`config.mk`:
```
export PLATFORM = sky130hd
export DESIGN_NAME = logic_unit_pipe
export DESIGN_NICKNAME = d
export VERILOG_FILES = /design/src/rtl/logic_unit_pkg.sv /design/src/rtl/logic_unit_core.sv /design/src/rtl/logic_unit_pipe.sv
export SDC_FILE = /design/constraint.sdc
export NUM_CORES = 1
export LEC_CHECK = 0
export ABC_AREA = 0
export BUFFER_PORTS_ARGS = -buffer_cell sky130_fd_sc_hd__buf_4
export CAP_MARGIN = 20
export CORE_MARGIN = 2
export CORE_UTILIZATION = 50
export CTS_CLUSTER_SIZE = 25
export DETAILED_ROUTE_END_ITERATION = 10
export HOLD_SLACK_MARGIN = 0.15
export MAX_ROUTING_LAYER = met4
export PLACE_DENSITY = 0.83
export SLEW_MARGIN = 20
export SYNTH_ARGS = -nofsm -noshare
export SYNTH_HDL_FRONTEND = slang
export SYNTH_HIERARCHICAL = 1
export SYNTH_SLANG_ARGS = --single-unit
```
`constraint.sdc`:
```
create_clock -name clk_in -period 2.8 [get_ports clk_in]
set_input_delay 0.84 -clock clk_in [delete_from_list [all_inputs] [get_ports clk_in]]
set_output_delay 0.84 -clock clk_in [all_outputs]
set_load 0.02 [all_outputs]
```
`src/rtl/logic_unit_pkg.sv`:
```
// Shared opcode encodings and the per-bit operation used by the logic unit.
// The operation is defined on single bits so the package is independent of the data width.
package logic_unit_pkg;

   localparam int OP_WIDTH = 3;

   localparam logic [OP_WIDTH-1:0] OP_AND  = 3'd0;
   localparam logic [OP_WIDTH-1:0] OP_OR   = 3'd1;
   localparam logic [OP_WIDTH-1:0] OP_NOT  = 3'd2;
   localparam logic [OP_WIDTH-1:0] OP_XOR  = 3'd3;
   localparam logic [OP_WIDTH-1:0] OP_XNOR = 3'd4;
   localparam logic [OP_WIDTH-1:0] OP_NAND = 3'd5;
   localparam logic [OP_WIDTH-1:0] OP_NOR  = 3'd6;
   localparam logic [OP_WIDTH-1:0] OP_PASS = 3'd7;

   function automatic logic logic_op(input logic a, input logic b,
                                     input logic [OP_WIDTH-1:0] op);
      logic r;
      case (op)
         OP_AND:  r = a & b;
         OP_OR:   r = a | b;
         OP_NOT:  r = ~a;
         OP_XOR:  r = a ^ b;
         OP_XNOR: r = ~(a ^ b);
         OP_NAND: r = ~(a & b);
         OP_NOR:  r = ~(a | b);
         default: r = a;
      endcase
      return r;
   endfunction

endpackage

```
`src/rtl/logic_unit_core.sv`:
```
// Combinational bitwise operation plus result flags; flags derive from the same y
// so they can never disagree with it.
module logic_unit_core
   import logic_unit_pkg::*;
#(
   parameter int DATA_WIDTH = 8
) (
   input  logic [DATA_WIDTH-1:0] a,
   input  logic [DATA_WIDTH-1:0] b,
   input  logic [OP_WIDTH-1:0]   op,
   output logic [DATA_WIDTH-1:0] y,
   output logic                  zero,
   output logic                  ones,
   output logic                  parity
);

   always_comb begin
      y = '0;
      for (int i = 0; i < DATA_WIDTH; i++) begin
         y[i] = logic_op(a[i], b[i], op);
      end
   end

   assign zero   = ~|y;
   assign ones   = &y;
   assign parity = ^y;

endmodule

```
`src/rtl/logic_unit_pipe.sv`:
```
// Two-stage valid/ready logic unit: operand register, then result/flag register,
// with a saturating count of results handed to the consumer.
module logic_unit_pipe
   import logic_unit_pkg::*;
#(
   parameter int DATA_WIDTH  = 8,
   parameter int COUNT_WIDTH = 16
) (
   input  logic                   clk_in,
   input  logic                   rst_in,
   input  logic [DATA_WIDTH-1:0]  a_in,
   input  logic [DATA_WIDTH-1:0]  b_in,
   input  logic [OP_WIDTH-1:0]    op_in,
   input  logic                   valid_in,
   output logic                   ready_out,
   output logic [DATA_WIDTH-1:0]  y_out,
   output logic                   zero_out,
   output logic                   ones_out,
   output logic                   parity_out,
   output logic                   valid_out,
   input  logic                   ready_in,
   output logic [COUNT_WIDTH-1:0] count_out
);

   logic [DATA_WIDTH-1:0] a_p1;
   logic [DATA_WIDTH-1:0] b_p1;
   logic [OP_WIDTH-1:0]   op_p1;
   logic                  vld_p1;

   logic [DATA_WIDTH-1:0] y_c;
   logic                  zero_c;
   logic                  ones_c;
   logic                  parity_c;

   logic accept;
   logic s2_load;
   logic xfer;

   // ready_out depends combinationally on ready_in so a draining pipe never bubbles
   assign s2_load   = vld_p1 && (!valid_out || ready_in);
   assign ready_out = !rst_in && (!vld_p1 || s2_load);
   assign accept    = valid_in && ready_out;
   assign xfer      = valid_out && ready_in;

   // ---- stage 1: operand register ----
   always_ff @(posedge clk_in) begin
      if (rst_in) begin
         vld_p1 <= 1'b0;
      end else if (accept) begin
         vld_p1 <= 1'b1;
      end else if (s2_load) begin
         vld_p1 <= 1'b0;
      end
   end

   always_ff @(posedge clk_in) begin
      if (accept) begin
         a_p1  <= a_in;
         b_p1  <= b_in;
         op_p1 <= op_in;
      end
   end

   logic_unit_core #(
      .DATA_WIDTH (DATA_WIDTH)
   ) u_core (
      .a      (a_p1),
      .b      (b_p1),
      .op     (op_p1),
      .y      (y_c),
      .zero   (zero_c),
      .ones   (ones_c),
      .parity (parity_c)
   );

   // ---- stage 2: result and flag register ----
   always_ff @(posedge clk_in) begin
      if (rst_in) begin
         valid_out  <= 1'b0;
         y_out      <= '0;
         zero_out   <= 1'b1;
         ones_out   <= 1'b0;
         parity_out <= 1'b0;
      end else if (s2_load) begin
         valid_out  <= 1'b1;
         y_out      <= y_c;
         zero_out   <= zero_c;
         ones_out   <= ones_c;
         parity_out <= parity_c;
      end else if (xfer) begin
         valid_out  <= 1'b0;
      end
   end

   always_ff @(posedge clk_in) begin
      if (rst_in) begin
         count_out <= '0;
      end else if (xfer && (count_out != '1)) begin
         count_out <= count_out + 1'b1;
      end
   end

endmodule
```
==> metrics <==
crit path kind=reg2reg; Synth Area per Inst=9.61 sq um; total vias in the final route=2519; Synth Instances=320; Peak supply drop=0.000372 V; Clock Latency Late Sink=0.30 ns; Die Span Y=82.4 um; CTS tree=built; Comb pwr share=19.3%; skew final=0.00353 ns; Fillers=490; number of inserted diodes=0; leakage power=1.60 nW; top cell type by total area after synthesis=dfxtp_1; CTS max path bufs=2; worst rel slew slack=28.0%; Fin. Hold Viols=0; PwrDens=415 nW/um^2; drt pass-1 iters=4; Core ar.=5920 sq um; switching share of power=26.4%; DRC=0; Max Fclk=368 MHz; 1st-iter DRT viols=105; Critical Path Sink Type=register; period utilization=96.9%; Reg clk slew, reported paths=0.09 ns; register area share after synthesis=37.4%; global route hottest layer=met2; dpl cell area=3510 sq um; FF/Latch Area=1150 sq um; Syn-to-layout area delta=20.3%; Largest stage delay, worst path=0.37 ns; Syn Nets=365; PnR worst setup slack=0.0856 ns; ys flop type=dfxtp_1; Startpoint Class=register; async set-reset flop share out of synthesis=0%; CP bufs+invs=1; Post-DRT Antenna Nets=0; Die X=82.4 um; Post-synth EDFFs=19; status=finished, final reports clean; Int Power=1.13 mW; met1 Usage GRT=25.7%; vias in the first global route=2207; global-route wire length before repair=10100 um; RePlAce Congestion=0.849; Final Util=62.5%; unique cell type count in the Yosys netlist=63; crit path max fanout=3; TritonCTS Buffers=5; clk root buf=clkbuf_8; slowest stage cell, crit path=edfxtp_1; min cycle time layout=2.71 ns; IO Port Bufs=51; Worst EP arrival=2.90 ns; met2 Use GR=32.2%; Post-layout nets=423; Final Cell Area=3700 sq um; Tightest Pin Transition=1.07 ns; DRT Wirelength=6600 um; crit path cell chain=inv_1 -> ha_2 -> a21boi_0 -> o21bai_1 -> o221ai_2 -> a21oi_2 -> nand2b_4 -> ha_1 -> xor2_1 -> xnor2_1 -> xnor3_1 -> mux2i_1 -> nor2_1; Clk pwr share=30.2%; Reg power frac=50.5%; Initial Utilization=51.9%; worst endpoint required time=2.99 ns; multi-input logic area=1730 sq um; cell family with the largest share of critical-path delay=compound AO/OA/AOI/OAI gates; Net Switching=405 uW; GR Util All Layers=19.9%; DP HPWL=4610 um; Post-Synthesis Cell Area=3070 sq um; row count=28; synth warn=6; initial antenna violation count=0; most common cell after layout, fill and taps aside=buf_4; Num Clock Sinks=48; IO Count=52; total power=1.53 mW; Max Cap Viol=0; Final Hold Slack=0.501 ns; worst slack, placed=0.121 ns; Via density=5.55; layout cells sized above 1=25.9%; Slew Viols, Final=0; most frequent cells in the layout=65 x buf_4, 29 x nor2_1, 29 x dfxtp_1; Hold Crit Class=reg2reg; final setup fails=0; grt total ovfl=0; top-area cell type share of the netlist area=18.9%; Area contributors post-synth=dfxtp_1 19%, edfxtp_1 19%, ha_1 9.0%; cts hold-fix bufs=0; largest net degree at the start of global routing=32; Synth Register Bits=48; die area=6790 sq um; WL/cell=14.5 um; met3 Use GR=3.80%; H-tree depth=2
-- cells by family after synthesis --
| kind of cell | Yosys count | share of synthesized area [%] |
|---|---|---|
| simple gates | 110 | 20.1 |
| buf+inv | 40 | 7.24 |
| mux | 20 | 6.59 |
| compound gates | 75 | 17.7 |
| xor+xnor | 5 | 1.87 |
| fa+ha+maj | 22 | 8.95 |
| flops | 48 | 37.4 |
-- power groups by stage --
stage / Sequential [mW] / Combinational [mW] / Clock, mW
finish: 0.775 / 0.296 / 0.463
detailed placement: 0.793 / 0.274 / 0
global placement: 0.792 / 0.267 / 0
CTS: 0.777 / 0.278 / 0.475
floorplan: 0.799 / 0.185 / 0
global route: 0.778 / 0.323 / 0.505
-- synth_stat cells (3+ instances only) --
cell type	count
nor2b_1	5
o31ai_1	5
o211ai_1	3
nand2_1	16
buf_6	6
o2111ai_1	3
dfxtp_1	29
buf_2	5
a211oi_1	5
o22a_1	3
buf_4	3
nor3_1	8
nand4_1	3
ha_1	22
inv_1	23
nand3_1	12
nand2b_1	10
and2_1	3
or3_1	4
o21ai_1	4
nor2_1	29
or4_1	3
edfxtp_1	19
mux2i_1	18
a21oi_1	17
a21o_1	3
o21ai_0	11
-- flip-flops by register name, summed over array words and instances (netlist names) --
register    count
ones_out        1
valid_out       1
a_p1            8
y_out           8
vld_p1          1
op_p1           3
zero_out        1
parity_out      1
count_out      16
b_p1            8
-- worst paths after layout --
kind	startpoint	end	slack, ns	cells past startpoint
setup reg to reg	a_p1[4]	parity_out	0.09	13
hold reg to reg	zero_out	zero_out	0.50	1
hold / removal	zero_out	zero_out	0.50	1
setup / recovery	a_p1[4]	parity_out	0.09	13
-- worst register-to-register path, stage by stage (launching register included) --
cell and delay (ns):
edfxtp_1 0.37, inv_1 0.07, ha_2 0.32, a21boi_0 0.10
o21bai_1 0.23, o221ai_2 0.14, a21oi_2 0.20, nand2b_4 0.15
ha_1 0.24, xor2_1 0.16, xnor2_1 0.20, xnor3_1 0.24
mux2i_1 0.14, nor2_1 0.05
-- layer usage --
metal	wire length [um]	vias up
met3	333	8
met4	89	0
met5	0	-
met2	3320	67
met1	2850	1167
li1	-	1277
-- repair_timing --
item                                    4_1_cts  5_1_grt
resized for setup                             0        6
endpoints found under the setup margin        0        1
setup buffers                                 0        8
-- per-stage QoR --
stage          TNS [ns]  instances
2_1_floorplan         0        320
4_1_cts               0        446
6_report              0        454
3_5_place_dp          0        438
5_1_grt         -0.0548        454
3_3_place_gp          0        438
-- layout make-up --
cell class              count  area share, %
multi-input cells         232           46.8
flip-flops and latches     48           31.1
repair buffers             68           14.4
clock buffers               7           2.64
well taps                  75           2.54
inverters                  23           2.33
clock inverters             1          0.135
No activity file was read; power rests on OpenSTA's default activity.
